### src/rtl/pulse_gen_mc.sv
// Multi-channel single-pulse generator with prescaled delay/width counters.
// Optional PULSE_RETRIG_EN: edge-mode rising edge in ACTIVE restarts the width.
module pulse_gen_mc #(
  parameter int N_CH  = 4,
  parameter int CNT_W = 17,
  parameter int DIV_W = 20
) (
  input  logic                   clk_Pulse,
  input  logic                   rst_Pulse,
  input  logic [N_CH-1:0]        trig,
  input  logic [N_CH-1:0]        cfg_mode,
  input  logic [N_CH*DIV_W-1:0]  cfg_presc,
  input  logic [N_CH*CNT_W-1:0]  cfg_delay,
  input  logic [N_CH*CNT_W-1:0]  cfg_width,
  output logic [N_CH-1:0]        pl_out,
  output logic [N_CH-1:0]        launch_DL,
  output logic [N_CH-1:0]        busy
);

  localparam logic [1:0] IDLE   = 2'd0;
  localparam logic [1:0] DELAY  = 2'd1;
  localparam logic [1:0] ACTIVE = 2'd2;
  localparam logic [1:0] DONE   = 2'd3;

  for (genvar i = 0; i < N_CH; i++) begin : g_ch
    logic [1:0]       state;
    logic             mode;
    logic [DIV_W-1:0] presc;
    logic [DIV_W-1:0] pcnt;
    logic [CNT_W-1:0] dly;
    logic [CNT_W-1:0] wid;
    logic [CNT_W-1:0] tcnt;
    logic [CNT_W:0]   tinc;
    logic             prev;
    logic             pl;
    logic             launch;
    logic             rise;
    logic             accept;
    logic             tick;
    logic             abort;

    assign rise   = trig[i] & ~prev;
    assign accept = cfg_mode[i] ? rise : trig[i];
    assign tick   = (pcnt == presc);
    assign abort  = ~mode & ~trig[i];
    // one bit wider so a count reaching the maximum value cannot wrap
    assign tinc   = {1'b0, tcnt} + {{CNT_W{1'b0}}, 1'b1};

    assign pl_out[i]    = pl;
    assign launch_DL[i] = launch;
    assign busy[i]      = (state == DELAY) || (state == ACTIVE);

    always_ff @(posedge clk_Pulse or posedge rst_Pulse) begin
      if (rst_Pulse) begin
        state  <= IDLE;
        mode   <= 1'b0;
        presc  <= '0;
        pcnt   <= '0;
        dly    <= '0;
        wid    <= '0;
        tcnt   <= '0;
        prev   <= 1'b0;
        pl     <= 1'b0;
        launch <= 1'b0;
      end else begin
        prev <= trig[i];
        unique case (state)
          IDLE: begin
            pl     <= 1'b0;
            launch <= 1'b0;
            if (accept) begin
              mode  <= cfg_mode[i];
              presc <= cfg_presc[i*DIV_W +: DIV_W];
              dly   <= cfg_delay[i*CNT_W +: CNT_W];
              wid   <= cfg_width[i*CNT_W +: CNT_W];
              pcnt  <= '0;
              tcnt  <= '0;
              if (cfg_delay[i*CNT_W +: CNT_W] != '0) begin
                state <= DELAY;
              end else if (cfg_width[i*CNT_W +: CNT_W] != '0) begin
                state <= ACTIVE;
                pl    <= 1'b1;
              end else begin
                state  <= DONE;
                launch <= 1'b1;
              end
            end
          end
          DELAY: begin
            if (abort) begin
              state <= IDLE;
            end else begin
              pcnt <= tick ? '0 : pcnt + {{(DIV_W-1){1'b0}}, 1'b1};
              if (tick) begin
                if (tinc == {1'b0, dly}) begin
                  tcnt <= '0;
                  if (wid != '0) begin
                    state <= ACTIVE;
                    pl    <= 1'b1;
                  end else begin
                    state  <= DONE;
                    launch <= 1'b1;
                  end
                end else begin
                  tcnt <= tinc[CNT_W-1:0];
                end
              end
            end
          end
          ACTIVE: begin
            if (abort) begin
              state <= IDLE;
              pl    <= 1'b0;
`ifdef PULSE_RETRIG_EN
            end else if (mode && rise) begin
              pcnt <= '0;
              tcnt <= '0;
`endif
            end else begin
              pcnt <= tick ? '0 : pcnt + {{(DIV_W-1){1'b0}}, 1'b1};
              if (tick) begin
                if (tinc == {1'b0, wid}) begin
                  state  <= DONE;
                  pl     <= 1'b0;
                  launch <= 1'b1;
                end else begin
                  tcnt <= tinc[CNT_W-1:0];
                end
              end
            end
          end
          DONE: begin
            // edge mode: single-cycle flag; level mode: hold until trig drops
            if (mode || !trig[i]) begin
              state  <= IDLE;
              launch <= 1'b0;
            end
          end
        endcase
      end
    end
  end

endmodule

### config.mk
export PLATFORM = sky130hd
export DESIGN_NAME = pulse_gen_mc
export DESIGN_NICKNAME = d
export VERILOG_FILES = /design/src/rtl/pulse_gen_mc.sv
export SDC_FILE = /design/constraint.sdc
export NUM_CORES = 1
export LEC_CHECK = 0
export ABC_AREA = 1
export BUFFER_PORTS_ARGS = -buffer_cell sky130_fd_sc_hd__buf_2
export CAP_MARGIN = 40
export CORE_UTILIZATION = 35
export CTS_CLUSTER_DIAMETER = 100
export DETAILED_ROUTE_END_ITERATION = 10
export GPL_ROUTABILITY_DRIVEN = 1
export PLACE_DENSITY = 0.58
export RECOVER_POWER = 50
export SETUP_SLACK_MARGIN = 0.02
export SLEW_MARGIN = 20
export SYNTH_ARGS = -nofsm -noshare
export SYNTH_HDL_FRONTEND = slang
export SYNTH_SLANG_ARGS = --single-unit
### constraint.sdc
create_clock -name clk_Pulse -period 20 [get_ports clk_Pulse]
set_input_delay 2 -clock clk_Pulse [delete_from_list [all_inputs] [get_ports clk_Pulse]]
set_output_delay 2 -clock clk_Pulse [all_outputs]
set_load 0.02 [all_outputs]
# Word level (Yosys, flattened, before mapping)
# Index checks and enable logic that the tools add are counted.
dict set report word_totals {
  regBits 388
  inputBits 226
  output_inout_bits 12
}
dict set report classes {
  bitwise_logic 20
  reduce_logical 64
  addsub 8
  muxes 192
  eq_ne 88
}
# op count
set ops {}
lappend ops {{$mux W17} 28}
lappend ops {{$mux W20} 12}
lappend ops {{$pmux W17 S3} 4}
lappend ops {{$reduce_bool A17 Y1} 12}
lappend ops {{$pmux W20 S2} 4}
lappend ops {{$eq A18 B17 Y1} 8}
lappend ops {{$mux W1} 96}
lappend ops {{$add A20 B1 Y20 const B} 4}
lappend ops {{$eq A20 B20 Y1} 4}
lappend ops {{$add A17 B1 Y18 const B} 4}
lappend ops {{$mux W2} 36}
lappend ops {{$ne A2 B2 Y1 const B} 36}
lappend ops {{$reduce_and A7 Y1} 8}
lappend ops {{$pmux W2 S4} 4}
lappend ops {{$reduce_and A8 Y1} 4}
lappend ops {{$ne A2 B1 Y1 const B} 12}
lappend ops {{$ne A3 B2 Y1 const B} 8}
lappend ops {{$ne A3 B3 Y1 const B} 8}
lappend ops {{$reduce_and A6 Y1} 4}
lappend ops {{$eq A2 B2 Y1 const B} 8}
lappend ops {{$pmux W1 S4} 4}
lappend ops {{$not A1 Y1} 12}
lappend ops {{$pmux W1 S3} 4}
lappend ops {{$reduce_and A3 Y1} 4}
lappend ops {{9 further kinds} 44}

# Depth between registers and ports, before layout
dict set report logic_depth {
  ltp_word 6
  depth_mapped 19
}

# Worst setup path after synthesis
# Ideal clock, no wire load.
dict set report synth_timing {
  path_kind {input port to flip-flop}
  start {in trig[1]}
  end {reg g_ch[1].pcnt[17]}
  t_required_ps 19870
  n_path_buf 1
  arrival_time_ps 3398
  setup_slack_ps 16471
  setup_ps 130
  cell_stages 8
  path_cell_list {inv_1 -> a21oi_2 -> nand2_1 -> o21ai_1 -> o21ai_1 -> a21oi_1 -> buf_2 -> nor3_1}
}
dict set report synth_via {
  elab_chain_cells 4
  elab_cells_between_ends 7
  classes_between {2 x eq/ne; 1 x mux; 3 x bitwise; 1 x reduce/logical}
}
# element line_no
set synth_lines {}
lappend synth_lines {{start, declared} 10} ;# input logic [N_CH-1:0] trig,
lappend synth_lines {{$and A1 B1 Y1 or $not A1 Y1 (tied branches)} {42, 45}}
lappend synth_lines {{$mux W1 or $and A1 B1 Y1 (tied branches)} {43, 45}}
lappend synth_lines {{$ne A2 B2 Y1 (no line)} -}
lappend synth_lines {{$reduce_and A3 Y1 (no line) *} -}
lappend synth_lines {{end signal, assigned} 93} ;# pcnt <= tick ? '0 : pcnt + {{(DIV_W-1){1'b0}}, 1'b1};
lappend synth_lines {{end signal, assigned} 120} ;# pcnt <= tick ? '0 : pcnt + {{(DIV_W-1){1'b0}}, 1'b1};
lappend synth_lines {{end, declared} 29} ;# logic [DIV_W-1:0] pcnt;
# Mark *: on every way between the ends. The rest lies on a longest branch, timed or not.
# A chain may end at the register's enable or synchronous reset.

==> metrics.yaml <==
logic_synthesis:
  syn_area_um2: 24300
  syn_area_per_cell_um2: 7.29
  yosysSeqAreaShare_pct: 40.0
  synth_mux_area_share_pct: 4.13
  synth_seq_cells: 388
  synth_cell_type_count: 59
  synth-edff-count: 0
  yosys.area_share.adder_pct: 1.44
  synthSimpleGateAreaFrac_pct: 35.0
  synth_ff_type: "dfrtp_1"
  synthXorXnorAreaFrac_pct: 3.27
  synth_async_sr_flop_share_pct: 100
  synth_compound_area_share_pct: 7.84
  syn_nets: 3581
  yosys_warnings: 0
  synth_top_family_by_area: "simple AND/OR/NAND/NOR gates"
  synthesis.instances: 3327
worst_setup_path:
  crit_path_frequent_cell: "clkbuf_1"
  slowest_stage: "clkbuf_1"
  rrSetupSlack_ns: 15.68
  path_cells: "buf_2 -> clkinvlp_2 -> clkbuf_1 -> clkbuf_1 -> buf_12"
  r2r_cells: 7
  start_kind: "input port"
  end_kind: "asynchronous set/reset pin"
  crit_path_max_fanout: 66
  r2r-end: "g_ch[1].dly[3]"
  cp.required_ns: 20.76
  reg2reg_from: "g_ch[1].state[0]"
  slowest_delay_ns: 2.66
  criticalPathCategory: "in -> async"
  arrival_ns: 7.68
pwr:
  p_leak_uw: 0.0135
  vdd_drop_max_uv: 90.8
  power.density_nw_per_um2: 125
hold_path:
  min_from: "g_ch[2].launch"
  hold_depth: 2
  min_path_type: "reg -> reg"
  hold_end: "g_ch[2].launch"
final_layout:
  syn_to_final_growth_pct: 15.9
  finish.utilization_pct: 41.0
  nets: 3814
  mostFrequentLayoutCells: "nand2_1 (925), inv_1 (413), dfrtp_1 (388)"
  final_common_cell: "nand2_1"
  drive_gt1_share_pct: 15.6
  fin_area_um2: 28100
global_route:
  grt_max_degree: 90
  grt_usage_pct: 19.0
  grt_pass1_vias: 20900
  grt_pass1_wl_um: 109000
  grt_overflow: 0
  antenna_found_initial: 8
sta:
  report.final.slew_viol_count: 426
  layout_min_cycle_time_ns: 6.92
  timing.final.crit_share_pct: 34.6
  hold_viol: 0
  setup_tns_ns: 0
  worst_pin_slew_ns: 3.68
  fin_skew_ns: 0.0130
  setup_violations: 0
  slew_headroom_pct: -145
  rsz0062_at_grt: "false"
  fmax_mhz: 144
routing:
  dr.pass1.iters: 7
  wl_um: 66900
  first_iter_violations: 1427
  detail-route-antenna-nets: 0
  via_per_inst: 4.83
  post_drt_wl_per_cell_um: 14.8
  drc: 0
  num_vias: 21900
cts:
  cts_made_buffers: 49
  clock_path_buffers: 3
  ctsResizeCount: 0
  clock_sinks: 388
  clk_pin_slew_ns: 0.06
  htree_levels: 2
  cts-hold-fix-buffers: 0
  root_buffer: "clkbuf_16"
  cts_tree: "done"
  clkLatencyLatePin_ns: 0.58
  postCtsSetupBuffers: 0
place:
  hpwl_um: 50800
  dpl_cell_area_um2: 26500
  io_buffers: 237
  finalWeightedCongestion: 0.868
floorplan:
  die_x_um: 265
  ios: 238
  dieArea_um2: 70400
  die_h_um: 265
  initial_utilization_pct: 35.4
  rows: 96
  core_um2: 68600
flow_run:
  drv_cap: 7
outcome:
  violations: "capacitance limit, slew limit"
  outcome: "finished with violations"
final cells by class:
type	instances	area [um2]
timing repair buffer	260	1390
tap	931	1160
clock inverter	20	295
clock buffer	69	1440
multi-input combinational	2434	12500
inverter	427	1610
fill	7139	40500
antenna	1	2.50
sequential	388	9710
cells by family (layout without fill, tap and decap cells):
group                    Yosys count  after routing
AND/OR/NAND/NOR                 1913           1913
adder cells (fa/ha/maj)           28             28
XOR/XNOR                          84             84
other                              0              1
buffers and inverters            505            776
multiplexers                      89             89
AO/OA/AOI/OAI                    320            320
flip-flops                       388            388
report_power, final:
part           switching, uW  internal, uW  total, uW  leakage, uW
Clock                    364           593        957     0.000847
Combinational            812           496       1310      0.00773
Sequential               218          1030       1250      0.00493
Total                   1390          2120       3510       0.0135
worst max-delay path by stage:
| stage | start | endpoint | slack (ns) | cells after the start |
|---|---|---|---|---|
| after floorplan | rst_Pulse | g_ch[0].dly[0] | 7.22 | 1 |
| after global placement | rst_Pulse | g_ch[0].pl | 15.23 | 4 |
| after detailed placement | trig[2] | g_ch[2].pcnt[17] | 15.78 | 12 |
| after CTS | g_ch[3].state[1] | busy[3] | 16.07 | 3 |
| after global routing | rst_Pulse | g_ch[3].pcnt[1] | 11.83 | 4 |
| final | rst_Pulse | g_ch[2].dly[9] | 13.08 | 5 |
Yosys cell counts, drive strengths merged (7+ instances only):
library cell / n / area [um2]
nand2: 955 / 3690
inv: 425 / 1600
nor2: 417 / 1730
dfrtp: 388 / 9710
nand3: 308 / 1580
o21ai: 170 / 941
a21oi: 95 / 528
mux2: 89 / 1000
nand4: 88 / 572
nor3: 57 / 295
xor2: 50 / 438
clkbuf: 43 / 161
buf: 35 / 257
nand3b: 32 / 240
xnor2: 30 / 263
ha: 28 / 350
or2: 23 / 144
nor4: 16 / 100
nor3b: 13 / 97.6
o21bai: 10 / 97.6
o22ai: 10 / 62.6
a211oi: 8 / 60.1
a31oi: 7 / 43.8
layer usage:
metal	wire [um]	vias up	GRT usage, %
li1	-	11200	-
met1	31100	10100	25.7
met2	30100	430	30.2
met3	3550	123	3.64
met4	2050	14	6.89
met5	87	-	0
critical path, delay by kind of cell:
| family | cells | cell delay, ns |
|---|---|---|
| buf+inv | 5 | 5.56 |
per-stage QoR:
step	power (uW)	instances	hold slack, ns	setup slack [ns]
6_report	3510	4530	0.470	13.08
5_1_grt	3790	4530	0.490	11.83
2_1_floorplan	2220	3327	0.443	7.22
3_3_place_gp	2530	4426	0.453	15.23
4_1_cts	3550	4523	0.474	16.07
3_5_place_dp	2570	4434	0.460	15.78
state kept, by name, indices dropped and copies added, names as in the netlist:
| register | flops |
|---|---|
| g_ch.mode | 4 |
| g_ch.state | 8 |
| g_ch.launch | 4 |
| g_ch.presc | 80 |
| g_ch.prev | 4 |
| g_ch.pl | 4 |
| g_ch.wid | 68 |
| g_ch.dly | 68 |
| g_ch.pcnt | 80 |
| g_ch.tcnt | 68 |
Power figures use the tool's default switching activity.
